===== config.mk =====
export PLATFORM = sky130hd
export DESIGN_NAME = xgmii_tx_fifo_reader
export DESIGN_NICKNAME = d
export VERILOG_FILES = /design/src/rtl/xgmii_tx_fifo_reader.sv
export SDC_FILE = /design/constraint.sdc
export NUM_CORES = 1
export LEC_CHECK = 0
export CAP_MARGIN = 20
export CORE_AREA = 8 8 72 74
export CTS_CLUSTER_SIZE = 24
export DETAILED_ROUTE_END_ITERATION = 10
export DIE_AREA = 0 0 80 82
export HOLD_SLACK_MARGIN = 0.03
export PLACE_DENSITY_LB_ADDON = 0.15
export SLEW_MARGIN = 20
export SYNTH_ARGS = -nofsm -noshare
export SYNTH_HDL_FRONTEND = slang
export SYNTH_SLANG_ARGS = --single-unit

===== constraint.sdc =====
create_clock -name clk -period 3.3 [get_ports clk]
set_input_delay 0.495 -clock clk [delete_from_list [all_inputs] [get_ports clk]]
set_output_delay 0.495 -clock clk [all_outputs]
set_load 0.05 [all_outputs]

===== src/rtl/xgmii_tx_fifo_reader.sv =====
// xgmii_tx_fifo_reader
// Drains the 36-bit TX word FIFO (registered read data) onto the 32-bit
// XGMII TX interface. Idles are sent between frames. Output is aligned to
// the frame start word. A minimum inter-packet gap of IPG_WORDS idle words
// follows each terminate. If the FIFO underruns mid-frame, the frame is
// aborted with an ERROR word and the rest of the frame is discarded.
//
// FIFO word: [35:32] = txc lanes 3..0, [31:0] = txd (lane 0 = [7:0] / bit 32).
//
// Parameters:
//   IPG_WORDS     minimum idle words between terminate and next start (>= 1)
//
// Ports:
//   clk, rst      clock; asynchronous active-low reset
//   tx_enable     permits starting a new frame (sampled in IDLE only)
//   fifo_empty    FIFO empty flag
//   fifo_rd_en    FIFO read request (combinational)
//   fifo_rd_data  FIFO read data, valid the cycle after an accepted read
//   xgmii_txd     XGMII data (registered)
//   xgmii_txc     XGMII control (registered)
//   busy          high whenever the reader is not in IDLE
//   underrun_err  one-cycle pulse on underrun abort
//   bad_start_err one-cycle pulse when a non-start word is dropped in IDLE
//
// Optional build macro XGMII_TX_STATS_EN adds two ports:
//   frame_count    32-bit wrapping count of emitted start words
//   underrun_count 16-bit count of underrun aborts, saturating at 0xFFFF
`timescale 1ns/1ps

module xgmii_tx_fifo_reader #(
  parameter int unsigned IPG_WORDS = 3
) (
  input  logic        clk,
  input  logic        rst,
  input  logic        tx_enable,
  input  logic        fifo_empty,
  output logic        fifo_rd_en,
  input  logic [35:0] fifo_rd_data,
  output logic [31:0] xgmii_txd,
  output logic [3:0]  xgmii_txc,
  output logic        busy,
  output logic        underrun_err,
  output logic        bad_start_err
`ifdef XGMII_TX_STATS_EN
  ,
  output logic [31:0] frame_count,
  output logic [15:0] underrun_count
`endif
);

  localparam logic [31:0] IDLE_TXD = 32'h0707_0707;
  localparam logic [31:0] ERR_TXD  = 32'hFEFE_FEFE;
  // Counter holds IPG_WORDS-2 at most.
  localparam int unsigned CW = (IPG_WORDS > 2) ? $clog2(IPG_WORDS - 1) : 1;

  typedef enum logic [1:0] {
    ST_IDLE,
    ST_DATA,
    ST_DISCARD,
    ST_IPG
  } state_t;

  state_t          state_q, state_d;
  logic            p_q, p_d;
  logic [CW-1:0]   ipg_cnt_q, ipg_cnt_d;
  logic [31:0]     txd_q, txd_d;
  logic [3:0]      txc_q, txc_d;
  logic            underrun_q, underrun_d;
  logic            bad_start_q, bad_start_d;
  logic            w_start, w_term, take_term, rd_req;

  always_comb begin
    w_start = fifo_rd_data[32] && (fifo_rd_data[7:0] == 8'hFB);
    w_term  = 1'b0;
    for (int unsigned i = 0; i < 4; i++) begin
      if (fifo_rd_data[32 + i] && (fifo_rd_data[8*i +: 8] == 8'hFD)) begin
        w_term = 1'b1;
      end
    end
  end

  always_comb begin
    state_d     = state_q;
    ipg_cnt_d   = ipg_cnt_q;
    txd_d       = IDLE_TXD;
    txc_d       = 4'hF;
    underrun_d  = 1'b0;
    bad_start_d = 1'b0;
    take_term   = 1'b0;
    rd_req      = 1'b0;

    case (state_q)
      ST_IDLE: begin
        rd_req = tx_enable && !fifo_empty;
        if (p_q) begin
          if (w_start) begin
            txd_d = fifo_rd_data[31:0];
            txc_d = fifo_rd_data[35:32];
            if (w_term) take_term = 1'b1;
            else        state_d   = ST_DATA;
          end else begin
            bad_start_d = 1'b1;
          end
        end
      end
      ST_DATA: begin
        // Stop reading as soon as the terminate is in hand.
        rd_req = !fifo_empty && !(p_q && w_term);
        if (p_q) begin
          txd_d = fifo_rd_data[31:0];
          txc_d = fifo_rd_data[35:32];
          if (w_term) take_term = 1'b1;
        end else begin
          txd_d      = ERR_TXD;
          txc_d      = 4'hF;
          underrun_d = 1'b1;
          state_d    = ST_DISCARD;
        end
      end
      ST_DISCARD: begin
        rd_req = !fifo_empty && !(p_q && w_term);
        if (p_q && w_term) take_term = 1'b1;
      end
      ST_IPG: begin
        if (ipg_cnt_q == '0) state_d = ST_IDLE;
        else                 ipg_cnt_d = ipg_cnt_q - CW'(1);
      end
      default: state_d = ST_IDLE;
    endcase

    // Terminate cycle counts as the first gap slot (IPG or IDLE), and the
    // read issued from IDLE adds one more, so the counter starts at IPG-2.
    if (take_term) begin
      if (IPG_WORDS == 1) begin
        state_d = ST_IDLE;
      end else begin
        ipg_cnt_d = CW'(IPG_WORDS - 2);
        state_d   = ST_IPG;
      end
    end

    fifo_rd_en = rd_req && rst;
    p_d        = fifo_rd_en && !fifo_empty;
  end

  always_ff @(posedge clk or negedge rst) begin
    if (!rst) begin
      state_q     <= ST_IDLE;
      p_q         <= 1'b0;
      ipg_cnt_q   <= '0;
      txd_q       <= IDLE_TXD;
      txc_q       <= 4'hF;
      underrun_q  <= 1'b0;
      bad_start_q <= 1'b0;
    end else begin
      state_q     <= state_d;
      p_q         <= p_d;
      ipg_cnt_q   <= ipg_cnt_d;
      txd_q       <= txd_d;
      txc_q       <= txc_d;
      underrun_q  <= underrun_d;
      bad_start_q <= bad_start_d;
    end
  end

  assign xgmii_txd     = txd_q;
  assign xgmii_txc     = txc_q;
  assign busy          = (state_q != ST_IDLE);
  assign underrun_err  = underrun_q;
  assign bad_start_err = bad_start_q;

`ifdef XGMII_TX_STATS_EN
  logic [31:0] frame_count_q, frame_count_d;
  logic [15:0] underrun_count_q, underrun_count_d;

  always_comb begin
    frame_count_d    = frame_count_q;
    underrun_count_d = underrun_count_q;
    if (state_q == ST_IDLE && p_q && w_start) frame_count_d = frame_count_q + 32'd1;
    if (underrun_d && underrun_count_q != 16'hFFFF) underrun_count_d = underrun_count_q + 16'd1;
  end

  always_ff @(posedge clk or negedge rst) begin
    if (!rst) begin
      frame_count_q    <= '0;
      underrun_count_q <= '0;
    end else begin
      frame_count_q    <= frame_count_d;
      underrun_count_q <= underrun_count_d;
    end
  end

  assign frame_count    = frame_count_q;
  assign underrun_count = underrun_count_q;
`endif

endmodule


* Word-level counts from Yosys, hierarchy flattened
Index checks and enable logic that the tools add are counted.
** Cells by class
- Add/subtract/negate cells :: 1
- Equality and inequality tests :: 13
- Multiplexer cells :: 34
- Reduce and logical (&&, ||, !) cells :: 18
** Operator list (count)
- $mux W32 :: 3
- $pmux W32 S2 :: 1
- $eq A8 B8 Y1 const B :: 5
- $mux W1 :: 17
- $ne A3 B3 Y1 const B :: 5
- $mux W2 :: 6
- $mux W4 :: 3
- $logic_and A1 B1 Y1 :: 10
- $pmux W4 S2 :: 1
- $pmux W2 S3 :: 1
- $reduce_and A6 Y1 :: 1
- $eq A2 B2 Y1 const B :: 2
- $reduce_bool A2 Y1 :: 2
- $reduce_bool A4 Y1 :: 1
- $pmux W1 S3 :: 1
- $eq A2 B1 Y1 const B :: 1
- $logic_not A1 Y1 :: 2
- $logic_not A2 Y1 :: 1
- $pmux W1 S2 :: 1
- $reduce_or A2 Y1 :: 1
- $sub A1 B1 Y1 const B :: 1
** Word-level totals
- Register bits :: 42
- Output and inout bits :: 40
- Word-level logic and storage cells :: 73

* Logic depth before layout (Yosys ltp)
Gate-level depths: netlist of the first run.
- Word-level depth :: 12
- Mapped depth :: 7

* Least setup slack after synthesis of the first run
Ideal clock, no wire load.
- Kind :: input -> output
- From :: in fifo_rd_data[9]
- To :: out fifo_rd_en
- Data arrival time :: 2.813 ns
- Required time :: 2.805 ns
- Slack :: -0.008 ns
- Cell stages on the path :: 5
- Path buffers :: 0
- Path through :: nand3b_1 nor3_1 nor4_2 o22ai_1 nor4b_1
** Between the ends
- Word-level cells in the longest chain between the ends :: 10
** Ends and longest elaborated chain
- start: declaration :: RTL line 38 : input logic [35:0] fifo_rd_data,
- $eq A8 B8 Y1 :: RTL line 76 : if (fifo_rd_data[32 + i] && (fifo_rd_data[8*i +: 8] == 8'hFD)) begin
- $logic_and A1 B1 Y1 :: RTL line 76
- $mux W1 (3 in a row) :: RTL line 76
- $logic_and A1 B1 Y1 :: RTL line 108, 121
- $logic_not A1 Y1 :: RTL line 108, 121
- $logic_and A1 B1 Y1 :: RTL line 108, 121
- $pmux W1 S2 :: RTL line 92 : case (state_q)
- $logic_and A1 B1 Y1 :: RTL line 142 : fifo_rd_en = rd_req && rst;
- end: declaration :: RTL line 37 : output logic fifo_rd_en,
Every way passes these cells.

* Worst setup path in the final report of the first run
- From :: in fifo_rd_data[25]
- To :: out fifo_rd_en
** Between the ends
- Word-level cells in the longest chain between the ends :: 8
** Ends and longest elaborated chain (RTL line)
- $eq A8 B8 Y1 :: 76
- $logic_and A1 B1 Y1 :: 76
- $mux W1 :: 76
- $logic_and A1 B1 Y1 :: 108, 121
- $logic_not A1 Y1 :: 108, 121
- $logic_and A1 B1 Y1 :: 108, 121
- $pmux W1 S2 :: 92
- $logic_and A1 B1 Y1 :: 142
Every way passes these cells.

==> results of run 1 <==
## flip-flops by register name, indices dropped and copies added (netlist names)
register	cells
state_q	2
underrun_err	1
ipg_cnt_q	1
xgmii_txc	4
p_q	1
bad_start_err	1
xgmii_txd	32
## layout make-up
type                    instances  area (um2)
fillers                       346        1440
flip-flops and latches         42        1070
repair buffers                 82         818
multi-input cells             106         617
clock buffers                   7        76.3
well taps                      52        65.1
clock inverters                 1        30.0
inverters                       8        30.0
## path summary, 6_finish.rpt
path,startpoint,to,slack (ns),cells after the start
worst min-delay path,rst,xgmii_txd[11]$_DFF_PN0_,0.31,2
max in group asynchronous,rst,xgmii_txd[0]$_DFF_PN1_,2.61,2
worst max register to register,state_q[0]$_DFFE_PN0P_,state_q[1]$_DFFE_PN0P_,1.18,7
worst max-delay path,fifo_rd_data[25],fifo_rd_en,0.59,7
min in group clk,p_q$_DFF_PN0_,xgmii_txc[0]$_DFF_PN1_,0.57,1
worst min register to register,p_q$_DFF_PN0_,xgmii_txc[0]$_DFF_PN1_,0.57,1
## per-stage QoR
stage | total power (uW) | hold WS, ns | instance area, um2 | utilization, %
4_1_cts | 2690 | 0.327 | 2710 | 65.3
3_3_place_gp | 2280 | 0.559 | 2600 | 62.8
3_5_place_dp | 2290 | 0.566 | 2600 | 62.8
6_report | 2670 | 0.308 | 2710 | 65.3
2_1_floorplan | 1790 | 0.199 | 1750 | -
5_1_grt | 2810 | 0.353 | 2710 | 65.3
## kinds of logic (layout without fill, tap and decap cells)
family                   Yosys count  after routing
AND/OR/NAND/NOR                   87             87
flip-flops                        42             42
buffers and inverters             14             98
AO/OA/AOI/OAI                     13             13
adder cells (fa/ha/maj)            4              4
multiplexers                       2              2
## cell usage in the layout (no fill, tap or decap), drive strengths merged, types with 2 or more instances in the layout
master         Yosys  final
buf                2      5
nand4b             2      2
nand3b             3      3
a21oi              2      2
nor2               2      2
clkdlybuf4s50      0     77
a31o               2      2
nand2b             2      2
nor3               5      5
dfstp             16     16
or2               10     10
ha                 4      4
nand4              2      2
dfrtp             26     26
o22ai              2      2
nor4b              3      3
nor4               2      2
mux2               2      2
nand2             52     52
inv                8      8
clkbuf             4      7
nand3              3      3
o21ai              3      3
## report_power, final
group	internal, uW	switching, uW
sequential	716	54.9
clock	226	172
combinational	488	1010
## per-layer routing
layer / GRT usage, % / wire length [um] / part of all wire, %
met1: 17.5 / 2040 / 43
met2: 24.4 / 2360 / 49
met3: 4.05 / 313 / 6.6
met4: 7.09 / 61 / 1.3
met5: 0 / 0 / 0
## worst reg2reg max path, cell delays in order, from the launching register on
cell,delay [ns]
dfrtp_1,0.38
inv_1,0.08
ha_1,0.29
nand3b_1,0.12
nor3_1,0.06
o311ai_0,0.59
o21ai_0,0.18
mux2_1,0.31
==> flow_metrics.py, run 1 <==
metrics = {
    "run_status": {
        "status": "finished, final reports clean",
    },
    "logic_synthesis": {
        "synth_area_leaders": "dfrtp_1 (37%), dfstp_2 (24%), nand2_1 (11%)",
        "yosysTopAreaCell": "dfrtp_1",
        "yosys.area_share.simple_pct": 25.3,
        "synthMuxAreaShare_pct": 1.29,
        "synth_top_cell_area_share_pct": 37.4,
        "synth_fa_ha_area_share_pct": 2.88,
        "synthXorXnorAreaFrac_pct": 0,
        "synth-edff-count": 0,
        "synthCells": 162,
        "syn_area_um2": 1740,
        "async_reset_ff_share_pct": 100,
        "yosys_warnings": 0,
        "synth_compound_area_share_pct": 5.61,
        "yosysSeqAreaShare_pct": 61.5,
        "ys.flop_type": "dfrtp_1",
        "netlist_top_cells_count": "nand2_1 (52), dfrtp_1 (26), dfstp_2 (16)",
        "yosysMostFrequentCell": "nand2_1",
        "synth_fp_nets": 206,
        "synth_cell_types": 31,
        "ys_seq_elements": 42,
        "avgSynthCellArea_um2": 10.7,
        "synth_top_family_by_area": "simple AND/OR/NAND/NOR gates",
    },
    "timing": {
        "fin_tns_setup_ns": 0,
        "hold_viol": 0,
        "worst_slew_pin_slew_ns": 0.683,
        "rsz0062_at_grt": "no",
        "finalClockSkew_ns": 0.00328,
        "slew_headroom_pct": 53.9,
        "period_share_pct": 82.0,
        "fin_ws_ns": 0.594,
        "min_period_ns": 2.71,
        "finalSetupViolCount": 0,
        "max_freq_ghz": 0.370,
        "final_max_slew_viol_count": 0,
    },
    "power_and_ir_drop": {
        "leakage_uw": 0.00116,
        "power.density_nw_per_um2": 987,
        "ir_drop_v": 0.000766,
    },
    "placement": {
        "place_hpwl_um": 3650,
        "gp_congestion": 0.818,
        "port_buffers": 79,
        "placed_cells": 290,
        "dp_worst_setup_slack_ns": 0.569,
    },
    "drt": {
        "wl_um": 4770,
        "vias": 1399,
        "route.detailed.drc": 0,
        "drtAntennaViolNets": 0,
        "wl_per_cell_um": 16.0,
        "routed_via_density": 4.69,
        "firstDrtPassIters": 4,
        "drtIter0Drc": 77,
    },
    "cells_and_area": {
        "stdcell_count": 298,
        "syn2layout_area_growth_pct": 55.6,
        "drive_above_1_share_pct": 18.7,
        "n_antenna_cell": 0,
        "final_nets": 289,
    },
    "floorplanning": {
        "ios": 80,
        "start_util_pct": 42.0,
        "die_h_um": 82,
        "fp.coreArea_um2": 4140,
        "dieArea_um2": 6560,
        "rows": 24,
        "die_w_um": 80,
    },
    "critical_path": {
        "end_kind": "output pin",
        "path_delay_family": "simple AND/OR/NAND/NOR gates",
        "crit_slowest_cell": "clkdlybuf4s50_1",
        "critPathKind": "in2out",
        "path_cells": "clkdlybuf4s50_1 -> nand4b_1 -> nor3_1 -> nor4_2 -> o22ai_1 -> nor4b_2 -> buf_12",
        "max_stage_delay_ns": 0.48,
        "crit_path_start_kind": "input pin",
        "crit_buf_inv": 2,
        "path_max_fanout": 2,
        "worstPathRequired_ns": 2.80,
        "arrival_ns": 2.21,
    },
    "cts": {
        "clock_sinks": 42,
        "clkLatencyLatePin_ns": 0.29,
        "clockBufferDepth": 2,
        "postCtsHoldBufs": 0,
        "numCtsBuffers": 5,
        "cts-root-buf": "clkbuf_8",
        "cts_resized": 0,
        "cts_tree": "done",
        "htreeDepth": 2,
        "post_cts_buffers": 0,
        "path_clk_slew_ns": 0.07,
    },
    "global_route": {
        "grt_pass1_vias": 1434,
        "track_usage_pct": 14.8,
        "grt_pass1_wl_um": 7230,
        "gr-total-overflow": 0,
        "grt_max_degree": 44,
        "antenna_found_initial": 0,
    },
    "run": {
        "cap_viol_max_count": 0,
    },
    "hold_path": {
        "min_path_type": "in2async",
    },
}
Power figures use the tool's default switching activity.
==> run 2, diff against run 1 <==
- CORE_AREA: 8 8 72 74 -> 8 8 75 77
- DIE_AREA: 0 0 80 82 -> 0 0 83 85
- clock period: 3.3 -> 2.5 ns (I/O delays scaled with it)
==> flow_metrics.py, run 2 (synthesized netlist as in run 1, its figures left out) <==
metrics = {
    "timing": {
        "fin_ws_ns": 0.0763,
        "final_max_slew_viol_count": 0,
        "slew_headroom_pct": 54.5,
        "holdWs_ns": 0.215,
        "period_share_pct": 96.9,
        "min_period_ns": 2.42,
        "max_freq_ghz": 0.413,
        "worst_slew_pin_slew_ns": 0.682,
        "fin_tns_setup_ns": 0,
        "finalSetupViolCount": 0,
        "finalClockSkew_ns": 0.00699,
        "hold_viol": 0,
    },
    "cts": {
        "clkLatencyLatePin_ns": 0.29,
        "htreeDepth": 2,
        "numCtsBuffers": 5,
        "cts-root-buf": "clkbuf_8",
        "clockBufferDepth": 2,
        "cts_tree": "done",
        "postCtsHoldBufs": 0,
        "path_clk_slew_ns": 0.08,
        "clock_sinks": 42,
    },
    "drt": {
        "drtIter0Drc": 67,
        "wl_um": 4880,
        "drtAntennaViolNets": 0,
        "route.detailed.drc": 0,
        "routed_via_density": 4.78,
        "wl_per_cell_um": 16.0,
        "firstDrtPassIters": 4,
        "vias": 1454,
    },
    "run_status": {
        "status": "finished, final reports clean",
    },
    "power_and_ir_drop": {
        "ir_drop_v": 0.000773,
        "switchingPower_uw": 1650,
        "p_clk_share_pct": 12.8,
        "switching_share_pct": 47.1,
        "leakage_uw": 0.00121,
        "total_power_uw": 3500,
        "seqPwrFrac_pct": 29.1,
        "internal_power_uw": 1850,
        "comb_power_share_pct": 58.1,
        "power.density_nw_per_um2": 1260,
    },
    "hold_path": {
        "min_path_type": "in2async",
    },
    "floorplanning": {
        "dieArea_um2": 7060,
        "start_util_pct": 38.4,
        "die_w_um": 83,
        "die_h_um": 85,
        "fp.coreArea_um2": 4540,
        "rows": 25,
        "ios": 80,
    },
    "critical_path": {
        "end_kind": "output pin",
        "max_stage_delay_ns": 0.47,
        "path_max_fanout": 2,
        "path_cells": "clkdlybuf4s50_1 -> nand4b_1 -> nor3_2 -> nor4_4 -> o22ai_2 -> nor4b_2 -> bufbuf_16",
        "crit_path_start_kind": "input pin",
        "rr_startpoint": "state_q[1]$_DFFE_PN0P_",
        "crit_slowest_cell": "clkdlybuf4s50_1",
        "critPathKind": "in2out",
        "crit_start": "fifo_rd_data[17]",
        "arrival_ns": 2.05,
        "worstPathRequired_ns": 2.12,
    },
    "cells_and_area": {
        "syn2layout_area_growth_pct": 59.4,
        "finalCoreUtilization_pct": 61.2,
        "drive_above_1_share_pct": 22.4,
        "n_antenna_cell": 0,
        "layout_commonest_cell": "clkdlybuf4s50_1",
        "largest_register_ffs": 32,
        "final_nets": 293,
        "fillCellCount": 374,
        "final_cell_mix": "clkdlybuf4s50_1 (69), nand2_1 (52), dfrtp_1 (26)",
    },
    "global_route": {
        "antenna_found_initial": 0,
        "gr-total-overflow": 0,
        "grt_max_degree": 44,
        "track_usage_pct": 13.9,
        "grt_pass1_wl_um": 7920,
        "grt_pass1_vias": 1519,
    },
    "placement": {
        "gp_congestion": 0.819,
        "place_hpwl_um": 3750,
        "port_buffers": 79,
        "dp_worst_setup_slack_ns": 0.00669,
    },
    "run": {
        "cap_viol_max_count": 0,
    },
}
run 2: power groups by stage:
stage / sequential (uW) / clock [uW] / combinational (uW)
after global routing: 1050 / 490 / 2170
after detailed placement: 1040 / 0 / 2030
after floorplan: 1810 / 0 / 548
after CTS: 1020 / 466 / 2040
after global placement: 1030 / 0 / 2010
final: 1020 / 447 / 2030
run 2: final timing paths:
check | endpoint | cells after the start | slack (ns)
worst max-delay path | fifo_rd_en | 7 | 0.08
worst min-delay path | xgmii_txd[14]$_DFF_PN0_ | 2 | 0.22
worst max register to register | state_q[1]$_DFFE_PN0P_ | 7 | 0.51
worst min register to register | ipg_cnt_q$_DFFE_PN0P_ | 2 | 0.58
max in group asynchronous | xgmii_txd[24]$_DFF_PN1_ | 2 | 1.91
min in group clk | xgmii_txd[16]$_DFF_PN1_ | 3 | 0.34
run 2: layout make-up:
class,count,area [um2],area share (%)
clock inverters,2,12.5,0.451
flip-flops and latches,42,1070,38.6
well taps,54,67.6,2.44
multi-input cells,106,656,23.6
inverters,8,30.0,1.08
repair buffers,86,855,30.8
clock buffers,6,82.6,2.98
run 2: worst max-delay path, delay by kind of cell:
family,cells,cell delay (ns)
compound gates,1,0.15
buf+inv,2,0.79
simple gates,4,0.74
run 2: metrics by stage:
step                instance area, um2  cells
floorplan                         1750    162
global placement                  2630    295
detailed placement                2630    295
CTS                               2750    304
global route                      2770    304
finish                            2770    304
run 2: repair_timing:
item | in CTS | in global routing
endpoints found under the setup margin | 1 | 1
pin swaps | 6 | 5
resized for setup | 11 | 4
buffers inserted | 1 | 0
run 2: layer usage:
metal | wire length, um | vias up | GRT usage, % | part of all wire [%]
met5 | 0 | - | 0 | 0
met4 | 70 | 0 | 5.27 | 1.4
li1 | - | 709 | - | -
met3 | 238 | 8 | 3.83 | 4.9
met2 | 2460 | 41 | 22.8 | 50
met1 | 2110 | 696 | 16.9 | 43
